===== src/rtl/data_cache_pkg.sv =====
// Shared types and defaults for the direct-mapped write-through data cache.
package data_cache_pkg;

  localparam int DEFAULT_NBITS  = 8;
  localparam int DEFAULT_NLINES = 8;

  typedef enum logic [1:0] {
    IDLE  = 2'd0,
    FILL  = 2'd1,
    WRITE = 2'd2,
    DONE  = 2'd3
  } cache_state_t;

  function automatic logic [15:0] sat_inc(input logic [15:0] v);
    return (v == 16'hFFFF) ? v : v + 16'd1;
  endfunction

endpackage


===== src/rtl/data_cache_array.sv =====
// Valid/tag/data storage for the direct-mapped cache with a combinational lookup port.
module cache_array
  import data_cache_pkg::*;
#(
  parameter int NBITS  = DEFAULT_NBITS,
  parameter int NLINES = DEFAULT_NLINES
) (
  input  logic             clock,
  input  logic             reset,
  input  logic [NBITS-3:0] lookup_addr,
  output logic             hit,
  output logic [NBITS-1:0] lookup_data,
  input  logic             fill_en,
  input  logic             update_en,
  input  logic [NBITS-3:0] wr_addr,
  input  logic [NBITS-1:0] wr_data
);

  localparam int IW  = $clog2(NLINES);
  localparam int TW  = NBITS - 2 - IW;
  // A cache covering the whole address space has no tag bits; keep one constant-zero bit.
  localparam int TWS = (TW > 0) ? TW : 1;

  logic [NLINES-1:0] valid;
  logic [TWS-1:0]    tags [NLINES];
  logic [NBITS-1:0]  data [NLINES];

  logic [IW-1:0]  lk_idx;
  logic [TWS-1:0] lk_tag;
  logic [IW-1:0]  wr_idx;
  logic [TWS-1:0] wr_tag;
  logic           wr_match;

  assign lk_idx = lookup_addr[IW-1:0];
  assign lk_tag = TWS'(lookup_addr >> IW);
  assign wr_idx = wr_addr[IW-1:0];
  assign wr_tag = TWS'(wr_addr >> IW);

  assign hit         = valid[lk_idx] && (tags[lk_idx] == lk_tag);
  assign lookup_data = data[lk_idx];
  assign wr_match    = update_en && valid[wr_idx] && (tags[wr_idx] == wr_tag);

  always_ff @(posedge clock or posedge reset) begin
    if (reset) begin
      valid <= '0;
    end else if (fill_en) begin
      valid[wr_idx] <= 1'b1;
    end
  end

  // Tag and data arrays keep their contents across reset; only valid is cleared.
  always_ff @(posedge clock) begin
    if (fill_en) begin
      tags[wr_idx] <= wr_tag;
      data[wr_idx] <= wr_data;
    end else if (wr_match) begin
      data[wr_idx] <= wr_data;
    end
  end

endmodule


===== src/rtl/data_cache.sv =====
// Direct-mapped, one-word-per-line, write-through / no-write-allocate data cache.
module data_cache
  import data_cache_pkg::*;
#(
  parameter int NBITS  = DEFAULT_NBITS,
  parameter int NLINES = DEFAULT_NLINES
) (
  input  logic             clock,
  input  logic             reset,
  input  logic             MemRead,
  input  logic             MemWrite,
  input  logic [NBITS-3:0] Address,
  input  logic [NBITS-1:0] WriteData,
  output logic [NBITS-1:0] ReadData,
  output logic             Stall,
  output logic             mem_req,
  output logic             mem_we,
  output logic [NBITS-3:0] mem_addr,
  output logic [NBITS-1:0] mem_wdata,
  input  logic             mem_ready,
  input  logic [NBITS-1:0] mem_rdata,
  output logic [15:0]      hit_count,
  output logic [15:0]      miss_count,
  output cache_state_t     state
);

  // Memory handshake: mem_req rises with entry to FILL/WRITE and is held, together with
  // mem_we/mem_addr/mem_wdata, until the cycle mem_ready=1 completes it; mem_ready is
  // ignored whenever mem_req is low.

  logic [NBITS-3:0] addr_q;
  logic [NBITS-1:0] wdata_q;
  logic [NBITS-1:0] fill_q;
  logic             read_done;
  logic             hit;
  logic [NBITS-1:0] lookup_data;
  logic             fill_en;
  logic             update_en;

  assign fill_en   = (state == FILL)  && mem_ready;
  assign update_en = (state == WRITE) && mem_ready;
  assign mem_addr  = addr_q;
  assign mem_wdata = wdata_q;

  cache_array #(
    .NBITS (NBITS),
    .NLINES(NLINES)
  ) u_array (
    .clock      (clock),
    .reset      (reset),
    .lookup_addr(Address),
    .hit        (hit),
    .lookup_data(lookup_data),
    .fill_en    (fill_en),
    .update_en  (update_en),
    .wr_addr    (addr_q),
    .wr_data    (fill_en ? mem_rdata : wdata_q)
  );

  always_ff @(posedge clock or posedge reset) begin
    if (reset) begin
      state      <= IDLE;
      addr_q     <= '0;
      wdata_q    <= '0;
      fill_q     <= '0;
      read_done  <= 1'b0;
      mem_req    <= 1'b0;
      mem_we     <= 1'b0;
      hit_count  <= '0;
      miss_count <= '0;
    end else begin
      case (state)
        IDLE: begin
          if (MemWrite) begin
            state   <= WRITE;
            addr_q  <= Address;
            wdata_q <= WriteData;
            mem_req <= 1'b1;
            mem_we  <= 1'b1;
          end else if (MemRead && !hit) begin
            state      <= FILL;
            addr_q     <= Address;
            wdata_q    <= WriteData;
            mem_req    <= 1'b1;
            mem_we     <= 1'b0;
            miss_count <= sat_inc(miss_count);
          end else if (MemRead) begin
            hit_count <= sat_inc(hit_count);
          end
        end
        FILL: begin
          if (mem_ready) begin
            state     <= DONE;
            fill_q    <= mem_rdata;
            read_done <= 1'b1;
            mem_req   <= 1'b0;
          end
        end
        WRITE: begin
          if (mem_ready) begin
            state     <= DONE;
            read_done <= 1'b0;
            mem_req   <= 1'b0;
            mem_we    <= 1'b0;
          end
        end
        default: begin
          // DONE: requests still held by the stalled datapath are not reissued.
          state     <= IDLE;
          read_done <= 1'b0;
        end
      endcase
    end
  end

  always_comb begin
    Stall = 1'b0;
    case (state)
      IDLE:    Stall = MemWrite || (MemRead && !hit);
      FILL:    Stall = 1'b1;
      WRITE:   Stall = 1'b1;
      default: Stall = 1'b0;
    endcase
  end

  always_comb begin
    ReadData = '0;
    if ((state == IDLE) && MemRead && !MemWrite && hit) begin
      ReadData = lookup_data;
    end else if ((state == DONE) && read_done) begin
      ReadData = fill_q;
    end
  end

endmodule


===== config.mk =====
export PLATFORM = sky130hd
export DESIGN_NAME = data_cache
export DESIGN_NICKNAME = d
export VERILOG_FILES = /design/src/rtl/data_cache_pkg.sv /design/src/rtl/data_cache_array.sv /design/src/rtl/data_cache.sv
export SDC_FILE = /design/constraint.sdc
export NUM_CORES = 1
export LEC_CHECK = 0
export BUFFER_PORTS_ARGS = -buffer_cell sky130_fd_sc_hd__buf_2
export CAP_MARGIN = 20
export CORE_MARGIN = 2
export CORE_UTILIZATION = 55
export DETAILED_ROUTE_END_ITERATION = 12
export GPL_ROUTABILITY_DRIVEN = 1
export PLACE_DENSITY = 0.76
export RECOVER_POWER = 50
export SLEW_MARGIN = 25
export SYNTH_ARGS = -nofsm -noshare
export SYNTH_HDL_FRONTEND = slang
export SYNTH_SLANG_ARGS = --single-unit

===== constraint.sdc =====
create_clock -name clock -period 3.5 [get_ports clock]
set_clock_uncertainty 0.05 [all_clocks]
set_input_delay 0.7 -clock clock [delete_from_list [all_inputs] [get_ports clock]]
set_output_delay 0.7 -clock clock [all_outputs]
set_load 0.01 [all_outputs]

# --- After elaboration in Yosys (flattened, before gate mapping) ---
# Memories as Yosys holds them, arrays and structs flattened.
# Cells that the tools add are included.
word_totals:
  input_bits: 27
  memories: 2
  ram_bits: 88
  wordCells: 95
  regBits: 67
memory_table:
  columns: ["memory", "words", "width", "rd", "rd_clocked_by_memory_dff", "wr", "line_no", "rtl"]
  rows:
  - ["u_array.data", 8, 8, 1, 0, 1, "data_cache_array.sv:26", "logic [NBITS-1:0] data [NLINES];"]
  - ["u_array.tags", 8, 3, 2, 0, 1, "data_cache_array.sv:25", "logic [TWS-1:0] tags [NLINES];"]
op_classes:
  add_sub_neg: 2
  mux: 33
  magnitude_cmp: 3
  bitwise_logic: 7
  eq_ne: 11
  reduce_logical: 27
ops:
  columns: ["op", "n"]
  rows:
  - ["2-to-1 mux 8 bit", 6]
  - ["adder 16 x 1 -> 16 bit, second input constant", 2]
  - ["equality test 16 bit, second input constant", 2]
  - ["2-to-1 mux 1 bit", 14]
  - ["2-to-1 mux 6 bit", 2]
  - ["logical AND 1 bit", 11]
  - ["AND reduction 3 bit", 3]
  - ["< comparator 3 x 4 -> 1 bit, second input constant", 2]
  - ["bitwise OR 8 bit", 1]
  - ["binary-select mux 1 bit (select 3 bit)", 2]
  - ["equality test 3 bit", 2]
  - ["2-to-1 mux 2 bit", 3]
  - ["one-hot mux 1 bit (2 select lines)", 3]
  - ["AND reduction 2 bit", 3]
  - ["nonzero test 2 bit", 3]
  - ["NOT 1 bit", 5]
  - ["AND reduction 5 bit", 1]
  - ["equality test 2 bit, second input constant", 2]
  - ["inequality test 2 bit, second input constant", 2]
  - ["one-hot mux 2 bit (2 select lines)", 1]
  - ["AND reduction 4 bit", 1]
  - ["demux 1 bit (select 3 bit)", 1]
  - ["greater-or-equal comparator 3 x 1 -> 1 bit, second input constant", 1]
  - ["inequality test 3 bit, second input constant", 1]
  - ["8 further kinds", 9]

# --- Longest topological paths before layout ---
logic_depth:
  depth_word: 8
  mapped_depth: 10
  ltp_nobuf: 8

# --- By module ---
# From an unflattened synthesis, not the netlist that was laid out.
unflattened:
  hier_cells: 485
  area_unflattened_um2: 7109.3
by_module_without_submodules:
  columns: ["mod", "instances", "seq_area_each_um2", "area_each_um2", "cells_per_inst"]
  rows:
  - ["cache_array", 1, 2842.7, 4157.7, 213]
  - ["data_cache", 1, 1476.4, 2951.6, 272]

# --- Worst setup path after synthesis ---
# Ideal clock, no wire load.
synth_path:
  path_type: "input-to-output"
  from: "input Address[0]"
  to: "output ReadData[0]"
  setup_slack_ps: 22
  path_buffers: 2
  path_stages: 8
  arrival_time_ps: 2728
  cell_sequence: "buf_6 > buf_12 > mux2i_1 > mux4_1 > xor2_1 > nand4_2 > nor2_2 > mux2i_1"
synth_via:
  elab_chain_len: 5
  elab_cells_between_ends: 8
  cone_classes: "1 x eq/ne; 3 x mux; 2 x reduce/logical; 2 x memory"
synth_rtl:
  columns: ["item", "line_no", "rtl"]
  rows:
  - ["start: declaration", "data_cache.sv:12", "input logic [NBITS-3:0] Address,"]
  - ["memory (8 x 3 bit) or binary-select mux 1 bit (select 3 bit) (tied branches)", null, null]
  - ["equality test 3 bit or 2-to-1 mux 1 bit (tied branches)", "data_cache_array.sv:39", "assign hit = valid[lk_idx] && (tags[lk_idx] == lk_tag);"]
  - ["logical AND 1 bit", "data_cache_array.sv:39", null]
  - ["logical AND 1 bit", "data_cache.sv:128", "if ((state == IDLE) && MemRead && !MemWrite && hit) begin"]
  - ["2-to-1 mux 8 bit *", "data_cache.sv:128", null]
  - ["end: declaration", "data_cache.sv:14", "output logic [NBITS-1:0] ReadData,"]
# Mark *: on every way between the ends. The rest lies on a longest branch, timed or not. The select of a mux whose other input is x is not followed.

# --- Final worst setup path ---
# Same ends and word-level chain as after synthesis.

==> impl_results.md <==
- Outcome: finished, final reports clean
- Reg power frac: 44.1%
- Clk_lat worst skew: 0.43 ns
- RSZ-0062 raised after global routing: false
- Vias per inst: slightly below 6
- Starting Density: 56.5%
- Area of placed instances: ~0.0079 sq mm
- Area grow syn2layout: 17.9%
- Final wirelength: about 16 mm
- DRC viols: 0
- Gr usage total: about 25%
- Final hold vios: 0
- Post-synthesis sequential area ratio: 60.4%
- Biggest area consumer among synthesized cells: edfxtp_1
- Sw Ratio: 32.3%
- Worst-path fanout max: 7
- Syn Nets: 551
- GPL Wtd Cong: 0.887
- Worst endpoint data arrival time: between 2 and 3 ns
- CTS Buf Count: 17
- Top-area cell type share of the netlist area: ~37%
- CTS root buf: clkbuf_16
- Ports: 86
- Fraction of registers with async set/reset: 43.2%
- Dominant synthesized flop cell: edfxtp_1
- Design area: 0.00843 sq mm
- Fin Hold WS: around 0.43 ns
- Max frequency: approximately 300 MHz
- Postcts setup bufs: 0
- CP endpoint kind: primary output
- Power Internal: between 0.004 and 0.005 W
- Logic pwr share: 26.8%
- H-tree levels: 4
- Ys Warns: 0
- Die width: 118 um
- Initial antenna violation count: 0
- DR WL/cell: 20.0 um
- Slew @ Worst Pin: 1.29 ns
- DIE HEIGHT: 118 um
- Leakage: between 3 and 4 nW
- Cell Area, Synth: 0.00715 sq mm
- Final slew viol count: 0
- Core Area: 0.0127 sq mm
- Share of layout cells above drive strength 1: roughly a quarter
- Via Count: 4757
- Post-route ant nets: 0
- Die outline area: 0.0139 sq mm
- Post-DP HPWL: 11.1 mm
- Global-route wire length before repair: 25.8 mm
- Seq cells post-synth: 155
- Worst slew margin: a little over an eighth
- Clk slew on worst S/H paths: around 0.060 ns
- CTS max path bufs: 2
- Most common cell after layout, fill and taps aside: edfxtp_1
- Synth area leaders: edfxtp_1 (37%), dfrtp_1 (23%), mux4_2 (6.9%), mux2i_1 (4.8%), nand2_1 (3.4%)
- Min cycle time layout: about 3.4 ns
- Most frequent cells in the layout: edfxtp_1 (88), dfrtp_1 (67), nand2_1 (65)
- WP data required: 2.75 ns
- Final nets: roughly 660
- Critical path startpoint category: primary input
- Pwr Density: roughly 730 mW/mm^2
- Final core occ: 66.6%
- P_sw: 0.00199 W
- Clock power share: 29.1%
- CTS tree: built
- Post-synth EDFFs: 88
- Setup-failing EPs final: 0
- GRT overflow: 0
- Cells after Synth: 518
- Max cap viols: 0
- Ant. Diodes: 0
- WS Path Type: primary input to primary output
- Port bufs: 85
- Vias in the first global route: between 4000 and 5000
- Avg Inst Size Synth: ~14 sq um
- Tcrit/Tclk final: 97.8%
- Maximum VDD drop: 0.633 mV
- Largest net degree at the start of global routing: 36
- Pre-Repair DR Iteration Count: 5
- Min-Delay Path Class: flop to flop
- Post-synthesis cell type count: 53
- Starting DRT DRC Count: 348
- Row Count: 41
- TritonCTS Sinks: 155
[layout make-up]
cell class / instances / area [sq um]
timing repair buffer: 114 / 596
sequential: 155 / 4320
multi-input combinational: 329 / 2690
clock inverter: 10 / 101
tap: 172 / 215
inverter: 11 / 41.3
fill: 950 / 4240
clock buffer: 22 / 475
[metal layers]
layer | GRT usage, % | up-vias | share of wire (%) | wire length (um)
li1 | - | 2121 | - | -
met1 | 33.5 | 2403 | 41 | 6730
met2 | 37.8 | 189 | 49 | 8000
met3 | 5.62 | 44 | 6.3 | 1030
met4 | 12.0 | 0 | 3.1 | 512
met5 | 0 | - | 0 | 0
[logic make-up after synthesis]
group | after synthesis | synth area share [%]
and+or+nand+nor | 172 | 12.0
DFF | 155 | 60.4
muxes | 78 | 16.0
AOI/OAI and AO/OA | 39 | 3.64
xor gates and xnor gates | 34 | 4.16
buffers and inverters | 34 | 2.76
adders and majority gates | 6 | 1.05
[worst max-delay path, cell delays in order]
cell and delay, ns:
buf_6 0.12, buf_6 0.13, mux2i_1 0.12, mux4_2 0.54
xor2_4 0.23, nand4_4 0.15, nor2_4 0.17, buf_8 0.16
mux2i_1 0.19, buf_2 0.15
[power by group through the flow]
stage          combinational [W]  sequential (W)  clock [W]
6_report                 0.00165         0.00272    0.00179
5_1_grt                  0.00180         0.00275    0.00189
4_1_cts                  0.00167         0.00271    0.00181
3_5_place_dp             0.00165         0.00274          0
3_3_place_gp             0.00158         0.00270          0
2_1_floorplan            0.00112         0.00268          0
[flip-flops by register name, summed over array words and instances (netlist names)]
register and count:
mem_wdata 8, state 2, miss_count 16, u_array.valid 8, mem_we 1, mem_req 1, fill_q 8, u_array.data 64
mem_addr 6, hit_count 16, read_done 1, u_array.tags 24
[cell usage after synthesis, types with 2 or more instances]
master / number
o211ai_1: 2
nor3_1: 7
xor2_1: 14
nand3_1: 13
buf_12: 2
a22oi_1: 2
nand2b_1: 5
o22ai_1: 4
nand4_2: 3
mux2i_1: 34
mux2_2: 10
and3_1: 14
o21ai_0: 9
buf_2: 6
dfrtp_1: 67
edfxtp_1: 88
buf_1: 2
nor2_1: 28
nand2_1: 65
mux2_4: 9
and4_1: 2
and2_0: 2
nor2b_1: 4
mux4_1: 2
a21oi_1: 11
a21boi_1: 2
xnor2_1: 20
nand4_1: 9
inv_1: 11
mux4_2: 22
buf_6: 4
or2_2: 8
ha_1: 6
clkbuf_1: 9
and2_1: 4
[repair_timing]
action / 4_1_cts / 5_1_grt
endpoints found under the hold margin: 0 / 0
hold buffers: 0 / 0
gates resized for setup: 3 / 11
pin swaps: 0 / 3
setup endpoints to repair: 7 / 8
[per-stage QoR]
step	power, W	setup TNS (ns)	cells	setup WS (ns)
after floorplan	0.00381	0	518	0.0221
after global placement	0.00429	0	781	0.0483
after detailed placement	0.00439	-0.348	781	-0.0655
after CTS	0.00619	0	813	0.00906
after global routing	0.00644	0	813	0.0164
final	0.00616	0	813	0.0776
[worst paths after layout]
| path | from | to | slack [ns] | cells after the start |
|---|---|---|---|---|
| max | Address[0] | ReadData[0] | 0.08 | 10 |
| min | fill_q[3]$_DFFE_PP0P_ | fill_q[3]$_DFFE_PP0P_ | 0.43 | 2 |
| max reg2reg | mem_addr[2]$_DFFE_PP0P_ | u_array.data[4][1]$_DFFE_PP_ | 0.30 | 7 |
| min reg2reg | fill_q[3]$_DFFE_PP0P_ | fill_q[3]$_DFFE_PP0P_ | 0.43 | 2 |
| max in group asynchronous | reset | fill_q[4]$_DFFE_PP0P_ | 1.21 | 3 |
| min in group asynchronous | reset | hit_count[15]$_DFFE_PP0P_ | 0.57 | 2 |
No activity file was read; power rests on OpenSTA's default activity.
